[src/rtl/exc_ctrl.sv]
// ---------------------------------------------------------------------------
// exc_ctrl -- precise exception / interrupt / ERET sequencer.
//
// A retiring instruction (inst_valid) may carry exception causes, or may be
// interrupted by a pending, enabled interrupt. In IDLE the highest-priority
// event is captured. The controller then asks the pipeline to flush, writes
// the CP0 exception state for one cycle (or clears EXL for ERET), and steers
// fetch to the handler (or to EPC for ERET) for one cycle.
//
// Ports
//   clk, rst                  rising-edge clock, synchronous active-high reset
//   inst_valid, in_delay_slot retiring instruction present / it sits in a delay slot
//   pc                        PC of the retiring instruction
//   iaddr_err .. daddr_err    cause inputs; mem_wen selects store/load address error
//   mem_addr                  data address of the faulting access
//   epc_in                    current CP0 EPC (ERET target)
//   int_enable                IE && !EXL
//   irq, irq_mask             interrupt lines and their mask
//   flush_req / flush_ack     pipeline flush handshake
//   busy                      stall request while a sequence is in flight
//   redirect_valid/_pc        one-cycle fetch redirect
//   cp0_*                     one-cycle CP0 update strobe and data
//   exc_count                 saturating count of committed non-ERET events
// ---------------------------------------------------------------------------
module exc_ctrl #(
  parameter int          N_IRQ      = 8,
  parameter logic [31:0] EXC_VECTOR = 32'hBFC00380,
  parameter int          CNT_W      = 16
) (
  input  logic              clk,
  input  logic              rst,
  input  logic              inst_valid,
  input  logic              in_delay_slot,
  input  logic [31:0]       pc,
  input  logic              iaddr_err,
  input  logic              syscall,
  input  logic              brk,
  input  logic              ri,
  input  logic              cpu_unusable,
  input  logic              ovf,
  input  logic              eret,
  input  logic              daddr_err,
  input  logic              mem_wen,
  input  logic [31:0]       mem_addr,
  input  logic [31:0]       epc_in,
  input  logic              int_enable,
  input  logic [N_IRQ-1:0]  irq,
  input  logic [N_IRQ-1:0]  irq_mask,
  output logic              flush_req,
  input  logic              flush_ack,
  output logic              busy,
  output logic              redirect_valid,
  output logic [31:0]       redirect_pc,
  output logic              cp0_we,
  output logic              cp0_exl_clr,
  output logic [4:0]        cp0_code,
  output logic [31:0]       cp0_epc,
  output logic              cp0_bd,
  output logic [31:0]       cp0_badvaddr,
  output logic              cp0_badvaddr_we,
  output logic [CNT_W-1:0]  exc_count
);

  typedef enum logic [1:0] {
    S_IDLE,
    S_FLUSH,
    S_COMMIT,
    S_REDIRECT
  } state_t;

  state_t            state_q, state_d;
  logic              irq_pend_q;
  logic [4:0]        code_q;
  logic              is_eret_q;
  logic [31:0]       epc_q;
  logic              bd_q;
  logic [31:0]       badvaddr_q;
  logic              badvaddr_valid_q;
  logic [31:0]       target_q;
  logic [CNT_W-1:0]  cnt_q;

  // Decoded event of the retiring instruction, in priority order.
  logic              ev_hit;
  logic [4:0]        ev_code;
  logic              ev_eret;
  logic [31:0]       ev_badvaddr;
  logic              ev_badvaddr_valid;

  // NOTE: every signal written in an always_comb gets a default first, so no
  // path through the block can leave it unassigned and infer a latch.
  always_comb begin
    ev_hit            = 1'b0;
    ev_code           = 5'h00;
    ev_eret           = 1'b0;
    ev_badvaddr       = 32'h0;
    ev_badvaddr_valid = 1'b0;
    if (inst_valid) begin
      ev_hit = 1'b1;
      if (int_enable && irq_pend_q) begin
        ev_code = 5'h00;
      end else if (iaddr_err) begin
        ev_code           = 5'h04;
        ev_badvaddr       = pc;
        ev_badvaddr_valid = 1'b1;
      end else if (syscall) begin
        ev_code = 5'h08;
      end else if (brk) begin
        ev_code = 5'h09;
      end else if (ri) begin
        ev_code = 5'h0A;
      end else if (cpu_unusable) begin
        ev_code = 5'h0B;
      end else if (ovf) begin
        ev_code = 5'h0C;
      end else if (eret) begin
        ev_eret = 1'b1;
      end else if (daddr_err) begin
        ev_code           = mem_wen ? 5'h05 : 5'h04;
        ev_badvaddr       = mem_addr;
        ev_badvaddr_valid = 1'b1;
      end else begin
        ev_hit = 1'b0;
      end
    end
  end

  // NOTE: sequential state uses non-blocking assignments so every register
  // samples the pre-edge values regardless of statement order.
  always_ff @(posedge clk) begin
    if (rst) begin
      // NOTE: the capture registers are cleared on reset as well so no stale
      // event data survives an aborted sequence.
      state_q          <= S_IDLE;
      irq_pend_q       <= 1'b0;
      code_q           <= 5'h00;
      is_eret_q        <= 1'b0;
      epc_q            <= 32'h0;
      bd_q             <= 1'b0;
      badvaddr_q       <= 32'h0;
      badvaddr_valid_q <= 1'b0;
      target_q         <= 32'h0;
      cnt_q            <= '0;
    end else begin
      state_q    <= state_d;
      irq_pend_q <= |(irq & irq_mask);
      if (state_q == S_IDLE && ev_hit) begin
        code_q           <= ev_code;
        is_eret_q        <= ev_eret;
        // Delay-slot instructions restart at the branch (wraps modulo 2^32).
        epc_q            <= in_delay_slot ? pc - 32'd4 : pc;
        bd_q             <= in_delay_slot;
        badvaddr_q       <= ev_badvaddr;
        badvaddr_valid_q <= ev_badvaddr_valid;
        target_q         <= ev_eret ? epc_in : EXC_VECTOR;
      end
      // Count on the FLUSH->COMMIT transition so the new value is visible
      // during COMMIT; saturate at all-ones.
      if (state_q == S_FLUSH && flush_ack && !is_eret_q && cnt_q != '1) begin
        cnt_q <= cnt_q + CNT_W'(1);
      end
    end
  end

  // Next state and outputs. Outputs are forced to their reset values
  // combinationally while rst is high so they are clean from the first cycle.
  always_comb begin
    state_d         = state_q;
    flush_req       = 1'b0;
    busy            = 1'b0;
    redirect_valid  = 1'b0;
    redirect_pc     = EXC_VECTOR;
    cp0_we          = 1'b0;
    cp0_exl_clr     = 1'b0;
    cp0_code        = 5'h00;
    cp0_epc         = 32'h0;
    cp0_bd          = 1'b0;
    cp0_badvaddr    = 32'h0;
    cp0_badvaddr_we = 1'b0;
    exc_count       = rst ? '0 : cnt_q;

    case (state_q)
      S_IDLE:     if (ev_hit) state_d = S_FLUSH;
      S_FLUSH:    if (flush_ack) state_d = S_COMMIT;
      S_COMMIT:   state_d = S_REDIRECT;
      S_REDIRECT: state_d = S_IDLE;
      default:    state_d = S_IDLE;
    endcase

    if (!rst) begin
      case (state_q)
        S_FLUSH: begin
          busy      = 1'b1;
          flush_req = 1'b1;
        end
        S_COMMIT: begin
          busy            = 1'b1;
          cp0_code        = code_q;
          cp0_epc         = epc_q;
          cp0_bd          = bd_q;
          cp0_badvaddr    = badvaddr_q;
          cp0_we          = !is_eret_q;
          cp0_exl_clr     = is_eret_q;
          cp0_badvaddr_we = badvaddr_valid_q && !is_eret_q;
        end
        S_REDIRECT: begin
          busy           = 1'b1;
          redirect_valid = 1'b1;
          redirect_pc    = target_q;
        end
        default: ;
      endcase
    end
  end

endmodule

[config.mk]
export PLATFORM = sky130hd
export DESIGN_NAME = exc_ctrl
export DESIGN_NICKNAME = d
export VERILOG_FILES = /design/src/rtl/exc_ctrl.sv
export SDC_FILE = /design/constraint.sdc
export NUM_CORES = 1
export LEC_CHECK = 0
export BUFFER_PORTS_ARGS = -buffer_cell sky130_fd_sc_hd__buf_4
export CAP_MARGIN = 40
export CORE_MARGIN = 3
export CORE_UTILIZATION = 47
export CTS_BUF_LIST = sky130_fd_sc_hd__clkbuf_16
export DETAILED_ROUTE_END_ITERATION = 10
export PLACE_DENSITY_LB_ADDON = 0.05
export SYNTH_ARGS = -nofsm -noshare
export SYNTH_HDL_FRONTEND = slang
export SYNTH_SLANG_ARGS = --single-unit
export TNS_END_PERCENT = 20
[constraint.sdc]
create_clock -name clk -period 4.78 [get_ports clk]
set_input_delay 0.717 -clock clk [delete_from_list [all_inputs] [get_ports clk]]
set_output_delay 0.717 -clock clk [all_outputs]
set_load 0.005 [all_outputs]
==> metrics.cfg <==
[run_status]
status=finished, final reports clean

[detailed_routing]
totalWireLength_um=18300
highest_layer=met4
route.met3.wl_um=1210
postRouteAntennaNets=0
vias=6034
drc=0
route.met2.wl_um=8850
wl_per_cell_um=16.3
via_per_inst=5.37
drt_iter0_drc=297
wl_met1_um=7870
drtPass1Iterations=4

[timing]
tightest_slew_ns=0.850
min_period_ns=3.15
setup_viol=0
slew_viol_final=0
fmax_mhz=317
period_share_pct=66.0
rsz0062_at_grt=no
finalHoldViolCount=0
maxSlewHeadroom_pct=43.2
fin_skew_ns=0.0119
setup_slack_ns=1.63
timing.hold.ws_ns=0.444
finalSetupTns_ns=0

[setup_path]
critPathRequiredTime_ns=4.06
worst_setup_path_start_kind=register
crit_arrival_ns=2.44
cp_max_fo=43
path_class=reg -> out
crit_path_end_kind=output pin

[die]
start_util_pct=48.5
die_w_um=121
design.core.area_um2=12800
dieArea_um2=14600
io_pins=251
std_cell_rows=41
die_h_um=121

[placed_design]
port_buffers=249
dp_hpwl_um=13500
dpl.cell_count=1094
placedInstanceArea_um2=8160
gp_congestion=0.858
pre_cts_slack_ns=1.50

[cts]
clockRootBuffer=clkbuf_16
clk_path_buf_depth=2
cts_hold_buf=0
cts_max_level=4
cts_resized=0
cts_tree=done
cts.sinks=122
cts_buffers=17
cts_setup_buffers=0
clk_pin_slew_ns=0.05
clkLatencyLatePin_ns=0.41

[global_route]
grt_pass1_vias=5851
antenna_found_initial=0
grt_usage_pct=24.5
grt_pass1_wl_um=28900
grt.overflow.total=0
grt_max_degree=74

[logic_synthesis]
ys.flop_type=dfxtp_1
synthArstFlopShare_pct=0
netlist-cell-type-count=55
yosysSeqAreaShare_pct=39.4
avgSynthCellArea_um2=8.61
ys_ff_latch=122
synth-edff-count=0
syn_area_um2=6200
synth_warnings=0
synth_cells=720
syn_nets=854

[finish]
drive_gt1_share_pct=32.4
n_fill_cell=1045
fin_area_um2=8720
fin_cells=1123
syn_to_final_growth_pct=40.7
final_nets=1075
antenna_cells=0

[flow_run]
max-cap-violations=0

[hold_path]
hold_path_class=reg -> reg

[pwr]
leakage_nw=3.63
power_density_nw_per_um2=352
ir_drop_mv=0.218

## final timing paths
check	startpoint	to	slack (ns)	cells after the start
setup / recovery	state_q[0]$_SDFFE_PP0P_	cp0_code[2]	1.63	6
setup reg to reg	irq_pend_q$_SDFF_PP0_	epc_q[30]$_SDFFE_PP0P_	2.25	6
hold reg to reg	code_q[3]$_SDFFE_PP0P_	code_q[3]$_SDFFE_PP0P_	0.44	2
hold / removal	code_q[3]$_SDFFE_PP0P_	code_q[3]$_SDFFE_PP0P_	0.44	2
## worst max-delay path: stages, from the launching register on
cell and delay (ns):
dfxtp_1 0.33, inv_1 0.12, ha_1 0.21, nor2b_4 0.66, buf_4 0.38, and2_1 0.20, buf_4 0.12
## through the flow
stage,power (mW),util (%)
after global placement,1.83,63.5
after global routing,3.22,68.3
after detailed placement,1.86,63.9
after CTS,3.09,68.3
after floorplan,1.62,-
final,3.07,68.3
## placed cells by master, fill, tap and decap left out, types with 18 or more instances in the layout
cell / Yosys / final
dfxtp_1: 122 / 122
a22oi_1: 55 / 55
a211oi_1: 28 / 28
nand2_1: 23 / 23
o2bb2ai_1: 33 / 33
xnor2_1: 27 / 27
buf_4: 2 / 254
nor2_1: 108 / 107
and2_1: 91 / 91
nor3_1: 18 / 18
## kinds of logic after synthesis
group	after synthesis	share of synthesized area, %
DFF	122	39.4
buffers and inverters	63	4.36
and+or+nand+nor	336	30.2
other	1	0.0605
AOI/OAI and AO/OA	149	18.4
xor gates and xnor gates	37	5.23
muxes	5	0.868
adders and majority gates	7	1.41
## registers in the layout, indices dropped and copies added, names as in the netlist
register,count
irq_pend_q,1
cnt_q,16
badvaddr_q,32
target_q,32
epc_q,32
code_q,4
bd_q,1
is_eret_q,1
badvaddr_valid_q,1
state_q,2
## routing by layer
metal	global-route usage, %	up-vias
li1	-	2974
met1	30.8	2823
met2	40.6	206
met3	5.89	31
met4	9.21	0
met5	0	-
## final cells by class
| class | instances | area, µm² | share of cell area (%) |
|---|---|---|---|
| flip-flops and latches | 122 | 2440 | 28.0 |
| clock inverters | 12 | 135 | 1.55 |
| multi-input cells | 535 | 3510 | 40.2 |
| repair buffers | 257 | 1960 | 22.5 |
| well taps | 172 | 215 | 2.47 |
| inverters | 8 | 30.0 | 0.344 |
| clock buffers | 17 | 425 | 4.88 |
## report_power, final
part / internal [mW] / switching (mW)
Sequential: 1.15 / 0.0651
Combinational: 0.269 / 0.356
Clock: 0.798 / 0.434
Total: 2.21 / 0.855
## synthesized netlist by cell type, types with 3 or more instances
library cell	number	area share, %
a211oi_1	28	3.4
a21oi_1	16	1.3
a22o_1	3	0.42
a22oi_1	55	6.7
and2_1	91	9.2
and3_1	4	0.40
and4_1	3	0.42
buf_2	21	1.7
clkbuf_1	31	1.9
dfxtp_1	122	39
ha_1	7	1.4
inv_1	8	0.48
mux2_2	3	0.54
nand2_1	23	1.4
nand2b_1	14	1.4
nand3_1	10	0.81
nand4_1	9	0.91
nor2_1	108	6.5
nor2b_1	20	2.0
nor3_1	18	1.5
nor3_2	4	0.65
nor4_1	9	0.91
nor4_2	4	0.81
o2bb2ai_1	33	4.7
or3_1	3	0.30
xnor2_1	27	3.8
xor2_1	10	1.4
(Power assumes the default switching activity.)
